<file path="src/rtl/mem_access_pkg.sv">
// rtl/mem_access_pkg.sv - shared state and size encodings for the data/instruction bus access units
//
// Purpose: state encodings for the bus access FSM and the bus transfer size codes.
// The instruction-side fetch unit imports the same definitions.
// Ports: none (package).

package mem_access_pkg;

  typedef enum logic [2:0] {
    MA_IDLE   = 3'd0,
    MA_REQ    = 3'd1,
    MA_WAIT   = 3'd2,
    MA_DONE   = 3'd3,
    MA_CANCEL = 3'd4
  } ma_state_e;

  localparam logic [1:0] SZ_BYTE = 2'd0;
  localparam logic [1:0] SZ_HALF = 2'd1;
  localparam logic [1:0] SZ_WORD = 2'd2;

endpackage

</file>
<file path="src/rtl/ma_store_fmt.sv">
// rtl/ma_store_fmt.sv - lane mask to bus size and lane-replicated store data
//
// Purpose: purely combinational formatting of store data for the data bus.
// Ports:
//   i_lsv   in  4   low-aligned lane mask (0001 byte, 0011 half, 1111 word)
//   i_wdata in  32  low-aligned store data
//   o_size  out 2   bus size code (SZ_BYTE/SZ_HALF/SZ_WORD)
//   o_wdata out 32  store data replicated across all lanes of its size

module ma_store_fmt
  import mem_access_pkg::*;
(
  input  logic [3:0]  i_lsv,
  input  logic [31:0] i_wdata,
  output logic [1:0]  o_size,
  output logic [31:0] o_wdata
);

  // Only the top bit of each mask width decides the size; the other bits are redundant.
  logic w_unused_lsv;
  assign w_unused_lsv = i_lsv[2] ^ i_lsv[0];

  assign o_size = i_lsv[3] ? SZ_WORD : (i_lsv[1] ? SZ_HALF : SZ_BYTE);

  // Replication lets the slave pick the byte lanes from addr[1:0] without a shifter here.
  always_comb begin
    o_wdata = i_wdata;
    case (o_size)
      SZ_BYTE: o_wdata = {4{i_wdata[7:0]}};
      SZ_HALF: o_wdata = {2{i_wdata[15:0]}};
      default: o_wdata = i_wdata;
    endcase
  end

endmodule

</file>
<file path="src/rtl/mem_access.sv">
// rtl/mem_access.sv - MEM-stage data-side load/store access unit
//
// Purpose: issues one load/store per MEM instruction on the SRAM-like data bus,
// stalls MEM until the access completes and holds the raw read word for WB.
// Non-memory instructions pass straight through. A flushed access drains and is dropped.
// Ports:
//   clk, resetn                 clock, asynchronous active-low reset
//   mem_valid/load/store        MEM instruction qualifiers
//   mem_lsV, mem_addr, mem_wdata  lane mask, effective address, low-aligned store data
//   flush                       exception/eret flush of MEM and younger
//   out_ready                   WB can accept
//   data_req/wr/size/addr/wdata bus request side
//   data_addr_ok/data_ok/rdata  bus response side
//   mem_stall                   MEM must hold its inputs
//   out_valid, out_rdata        result to WB (raw word, WB aligns)

module mem_access
  import mem_access_pkg::*;
(
  input  logic        clk,
  input  logic        resetn,
  input  logic        mem_valid,
  input  logic        mem_load,
  input  logic        mem_store,
  input  logic [3:0]  mem_lsV,
  input  logic [31:0] mem_addr,
  input  logic [31:0] mem_wdata,
  input  logic        flush,
  input  logic        out_ready,
  output logic        data_req,
  output logic        data_wr,
  output logic [1:0]  data_size,
  output logic [31:0] data_addr,
  output logic [31:0] data_wdata,
  input  logic        data_addr_ok,
  input  logic        data_data_ok,
  input  logic [31:0] data_rdata,
  output logic        mem_stall,
  output logic        out_valid,
  output logic [31:0] out_rdata
);

  ma_state_e   r_state;
  ma_state_e   w_next;
  logic [31:0] r_rdata;
  logic        w_cap;
  logic        w_op;
  logic        w_go;

  // Gating with resetn makes the request/stall/valid outputs drop the moment reset asserts,
  // even though MEM may still be presenting a valid instruction.
  assign w_op = resetn & mem_valid & (mem_load | mem_store);
  assign w_go = w_op & ~flush;

  // Request attributes come straight from MEM; mem_stall keeps them stable while outstanding.
  assign data_wr   = mem_store;
  assign data_addr = mem_addr;

  ma_store_fmt u_store_fmt (
    .i_lsv   (mem_lsV),
    .i_wdata (mem_wdata),
    .o_size  (data_size),
    .o_wdata (data_wdata)
  );

  always_ff @(posedge clk or negedge resetn) begin
    if (!resetn) begin
      r_state <= MA_IDLE;
      r_rdata <= '0;
    end else begin
      r_state <= w_next;
      if (w_cap) begin
        r_rdata <= data_rdata;
      end
    end
  end

  always_comb begin
    w_next    = r_state;
    data_req  = 1'b0;
    out_valid = 1'b0;
    out_rdata = r_rdata;
    w_cap     = 1'b0;
    case (r_state)
      MA_IDLE: begin
        if (w_go) begin
          data_req = 1'b1;
          w_next   = data_addr_ok ? MA_WAIT : MA_REQ;
        end else if (!w_op) begin
          out_valid = resetn & mem_valid & ~flush;
        end
      end
      MA_REQ: begin
        // Once raised, the request is held until accepted, even across a flush.
        data_req = 1'b1;
        if (data_addr_ok) begin
          w_next = flush ? MA_CANCEL : MA_WAIT;
        end
      end
      MA_WAIT: begin
        if (data_data_ok) begin
          w_cap = 1'b1;
          if (flush) begin
            w_next = MA_IDLE;
          end else begin
            // Bypass the returning word so a ready WB sees it in the data_ok cycle.
            out_valid = 1'b1;
            out_rdata = data_rdata;
            w_next    = out_ready ? MA_IDLE : MA_DONE;
          end
        end else if (flush) begin
          w_next = MA_CANCEL;
        end
      end
      MA_DONE: begin
        if (flush) begin
          w_next = MA_IDLE;
        end else begin
          out_valid = 1'b1;
          if (out_ready) begin
            w_next = MA_IDLE;
          end
        end
      end
      MA_CANCEL: begin
        // The orphaned transaction must finish on the bus before a new one may start.
        if (data_data_ok) begin
          w_next = MA_IDLE;
        end
      end
      default: w_next = MA_IDLE;
    endcase
  end

  assign mem_stall = (w_go & ~(out_valid & out_ready)) | (r_state == MA_CANCEL);

endmodule
</file>
<file path="config.mk">
export PLATFORM = sky130hd
export DESIGN_NAME = mem_access
export DESIGN_NICKNAME = d
export VERILOG_FILES = /design/src/rtl/mem_access_pkg.sv /design/src/rtl/ma_store_fmt.sv /design/src/rtl/mem_access.sv
export SDC_FILE = /design/constraint.sdc
export NUM_CORES = 1
export LEC_CHECK = 0
export BUFFER_PORTS_ARGS = -buffer_cell sky130_fd_sc_hd__clkbuf_2
export CAP_MARGIN = 0
export CORE_MARGIN = 2
export CORE_UTILIZATION = 40
export DETAILED_ROUTE_END_ITERATION = 12
export PLACE_DENSITY_LB_ADDON = 0.08
export SLEW_MARGIN = 5
export SYNTH_ARGS = -nofsm -noshare
export SYNTH_HDL_FRONTEND = slang
export SYNTH_HIERARCHICAL = 1
export SYNTH_SLANG_ARGS = --single-unit
</file>
<file path="constraint.sdc">
create_clock -name clk -period 2.7 [get_ports clk]
set_input_delay 0.54 -clock clk [delete_from_list [all_inputs] [get_ports clk]]
set_output_delay 0.54 -clock clk [all_outputs]
set_load 0.01 [all_outputs]
</file>
==> impl_table.tex <==
\begin{tabular}{lr}
\hline
Metric & Value \\
\hline
\multicolumn{2}{l}{\textbf{Setup path}} \\
\quad Kind of launch point of the worst setup path & flop \\
\quad Data arrival time of the worst path & 1.94 ns \\
\quad Cell with the largest stage delay on the worst path & dfrtp\_1 \\
\quad Register-to-Register Setup Slack & roughly 1.1 ns \\
\quad Count of buffer and inverter cells on the critical path & 2 \\
\quad Critical Path Stages & 5 \\
\quad Path depth of the worst reg2reg path & 3 \\
\quad Type of the setup path with the least slack & reg2out \\
\quad CP required & 2.16 ns \\
\quad Worst Setup End Kind & primary output \\
\quad Max incr delay on CP & 0.47 ns \\
\quad Crit-path cells & and4bb\_1 -> and2\_4 -> buf\_4 -> mux2\_4 -> clkbuf\_2 \\
\quad Maximum fanout encountered on the critical timing path & 12 \\
\quad Cell type group with the largest total delay on the critical path & simple AND/OR/NAND/NOR gates \\
\multicolumn{2}{l}{\textbf{CTS}} \\
\quad H-tree depth reported by CTS & 2 \\
\quad Root Driver & clkbuf\_8 \\
\quad Clock latency of the later-clocked register in the worst-skew pair & 0.28 ns \\
\quad Post-CTS setup-driven buffer insertion count & 0 \\
\quad Number of buffers inserted by hold repair at cts & 0 \\
\quad Number of buffers on the longest clock path & 2 \\
\quad Clock-pin slew on the worst setup and hold paths & around 0.08 ns \\
\quad CTS buffer count & 5 \\
\quad CTS tree & done \\
\quad Clock Sink Count & 35 \\
\quad Number of instances resized during post-cts repair & 0 \\
\multicolumn{2}{l}{\textbf{Cells and area}} \\
\quad Count of placed standard cells in the final layout, fillers left out & slightly above 400 \\
\quad Fraction of final layout cells with drive strength greater than 1 & between 70\% and 80\% \\
\quad Final design instance area without fill & about 3300 µm² \\
\quad Register cell area after layout & 876 µm² \\
\quad Antenna cell count & 0 \\
\quad Final net count & 442 \\
\quad Filler cell count & around 660 \\
\quad Area occupied by multi-input gates & about 1400 µm² \\
\quad Layout area overhead & 21.6\% \\
\multicolumn{2}{l}{\textbf{Placed design}} \\
\quad Routability cong. & approximately 0.73 \\
\quad Instance area after placement & approximately 3200 µm² \\
\quad Place WS & 0.294 ns \\
\quad IO Port Bufs & about 140 \\
\quad Total half-perimeter wirelength after legalization and detailed placement & 4350 µm \\
\quad Number of cells after detailed placement & between 400 and 500 \\
\multicolumn{2}{l}{\textbf{Floorplanning}} \\
\quad Die span in y & between 80 and 90 µm \\
\quad Initial standard-cell utilization of the core & about two fifths \\
\quad Core region area & 6680 µm² \\
\quad Row count & 30 \\
\quad Die width & around 86 µm \\
\quad Die ar. & $\sim$7500 µm² \\
\quad Boundary Pins & approximately 210 \\
\multicolumn{2}{l}{\textbf{Power}} \\
\quad Share of power burned in the clock network & between 10\% and 20\% \\
\quad Combinational power share & between 50\% and 60\% \\
\quad Pint & slightly below 2 mW \\
\quad Switching pwr & about 0.90 mW \\
\quad Switching Share & 31.8\% \\
\quad Register share of total power & roughly 32\% \\
\quad Leakage power summed over all cells & $\sim$1.7 nW \\
\quad Maximum vdd ir drop & about 0.47 mV \\
\quad Pwr Density & around 850 nW/µm² \\
\multicolumn{2}{l}{\textbf{Synth}} \\
\quad Most common flop cell mapped by yosys & dfrtp\_1 \\
\quad Count of warnings emitted by yosys & 6 \\
\quad Post-synth design cell area & approximately 2700 µm² \\
\quad Fraction of synthesis flops using an asynchronous set or reset pin & 100\% \\
\quad Share of the synthesized area in the top cell type & around 32\% \\
\quad Number of standard cells after synthesis & 230 \\
\quad Mean instance size in the synthesized netlist & $\sim$12 µm² \\
\quad Post-synth cell types & 27 \\
\quad Area contributors post-synth & dfrtp\_1 32\%, mux2\_2 20\%, mux2\_4 18\% \\
\quad Most instantiated library cell after synthesis & mux2\_2 \\
\quad Cell type with the highest aggregate area in the netlist & dfrtp\_1 \\
\quad Number of synthesized flops with an enable pin & 0 \\
\quad Register bit count reported by yosys & 35 \\
\quad Sequential-to-total area share from yosys stat & around a third \\
\quad Post-synth net total & 339 \\
\quad Top cell types by occurrence after synthesis & 49 x mux2\_2, 42 x buf\_4, 35 x dfrtp\_1 \\
\multicolumn{2}{l}{\textbf{Route}} \\
\quad Detailed-route DRC error count & 0 \\
\quad Average wire length per cell after detail routing & between 10 and 15 µm \\
\quad DR vias/cell & roughly 4.8 \\
\quad Antenna-violating nets left & 0 \\
\quad Via count of the routed design & around 2000 \\
\quad Count of TritonRoute iterations in the first routing pass & 4 \\
\quad Starting DRT DRC Count & 44 \\
\quad Sum of routed wire length over all layers & approximately 5700 µm \\
\multicolumn{2}{l}{\textbf{Global route}} \\
\quad Pin count of the biggest net entering global routing & 36 \\
\quad Antenna violations before repair & 0 \\
\quad Total congestion overflow after global routing & 0 \\
\quad Via count of the first global-routing pass & roughly 1900 \\
\quad First-pass GRT wire length & roughly 9000 µm \\
\quad Overall routing resource usage & 14.7\% \\
\multicolumn{2}{l}{\textbf{Timing}} \\
\quad Fin crit period & 2.48 ns \\
\quad Final period utilization & between 90\% and 100\% \\
\quad Max-Slew Margin vs Limit & $\sim$69\% \\
\quad Number of setup violations in the final report & 0 \\
\quad Fin. Hold Viols & 0 \\
\quad Accumulated negative setup slack & 0 ns \\
\quad Achievable frequency & 0.403 GHz \\
\quad Worst Max-Slew Pin Slew & 0.464 ns \\
\quad Number of slew-limit violations in the final report & 0 \\
\quad Unrepaired setup endpoints after global routing & false \\
\quad Worst Hold Margin & between 0.3 and 0.4 ns \\
\quad Worst Clk Skew & approximately 0.0074 ns \\
\quad Smallest setup slack after layout & $\sim$0.22 ns \\
\multicolumn{2}{l}{\textbf{Min path}} \\
\quad Worst hold path type & in2async \\
\multicolumn{2}{l}{\textbf{Run status}} \\
\quad Status & finished clean \\
\multicolumn{2}{l}{\textbf{Job}} \\
\quad Max\_cap viols & 0 \\
\hline
\end{tabular}
metal layers:
metal  vias up  routed length, µm  global-route usage, %
met5         -                  0                      0
met4         0                 55                   4.97
met3        15                516                   5.05
met2        83               2670                   23.6
met1       913               2430                   18.4
li1        979                  -                      -
sequential cells by signal, indices dropped and copies added, names as in the netlist:
signal   count
r_state      3
r_rdata     32
power by group through the flow:
stage               sequential (mW)  clock [mW]  combinational [mW]
finish                        0.904       0.478                1.44
CTS                           0.907       0.499                1.47
detailed placement            0.917           0                1.46
global placement              0.907           0                1.46
floorplan                     0.887           0                1.07
global route                  0.939       0.511                1.57
kinds of logic (layout without fill, tap and decap cells):
family / Yosys count / after routing / synth area share [%]
compound gates: 19 / 19 / 4.33
buf+inv: 57 / 161 / 15.8
mux: 92 / 92 / 42.2
flops: 35 / 35 / 32.2
simple gates: 27 / 27 / 5.43
stage by stage:
stage	util (%)	power, mW
floorplan	-	1.96
global placement	47.8	2.36
detailed placement	47.8	2.38
CTS	49.5	2.88
global route	49.5	3.02
finish	49.5	2.82
worst paths after layout:
check,from,to
min in group clk,data_rdata[5],r_rdata[5]$_DFFE_PN0P_
worst max-delay path,r_state[1]$_DFFE_PN0P_,out_rdata[18]
worst min-delay path,resetn,r_state[1]$_DFFE_PN0P_
worst max register to register,r_state[1]$_DFFE_PN0P_,r_rdata[25]$_DFFE_PN0P_
worst min register to register,r_rdata[30]$_DFFE_PN0P_,r_rdata[30]$_DFFE_PN0P_
max in group asynchronous,resetn,r_rdata[27]$_DFFE_PN0P_
layout make-up:
class | count | share of cell area, %
clock buffers | 5 | 2.08
clock inverters | 3 | 1.32
multi-input cells | 138 | 42.7
flip-flops and latches | 35 | 26.5
well taps | 80 | 3.03
inverters | 2 | 0.227
repair buffers | 151 | 24.1
layout by cell type, fill, tap and decap left out, types with 2 or more instances in the layout:
cell type / netlist / final
inv_1: 2 / 2
a22o_1: 2 / 2
o21ai_0: 12 / 12
nor2_1: 7 / 7
mux2_4: 33 / 33
buf_4: 42 / 5
clkbuf_8: 0 / 5
nand2_1: 11 / 11
dfrtp_1: 35 / 35
clkbuf_2: 0 / 144
buf_12: 0 / 2
mux2i_1: 10 / 10
mux2_2: 49 / 49
Note: power is estimated with default switching activity, not from simulation.
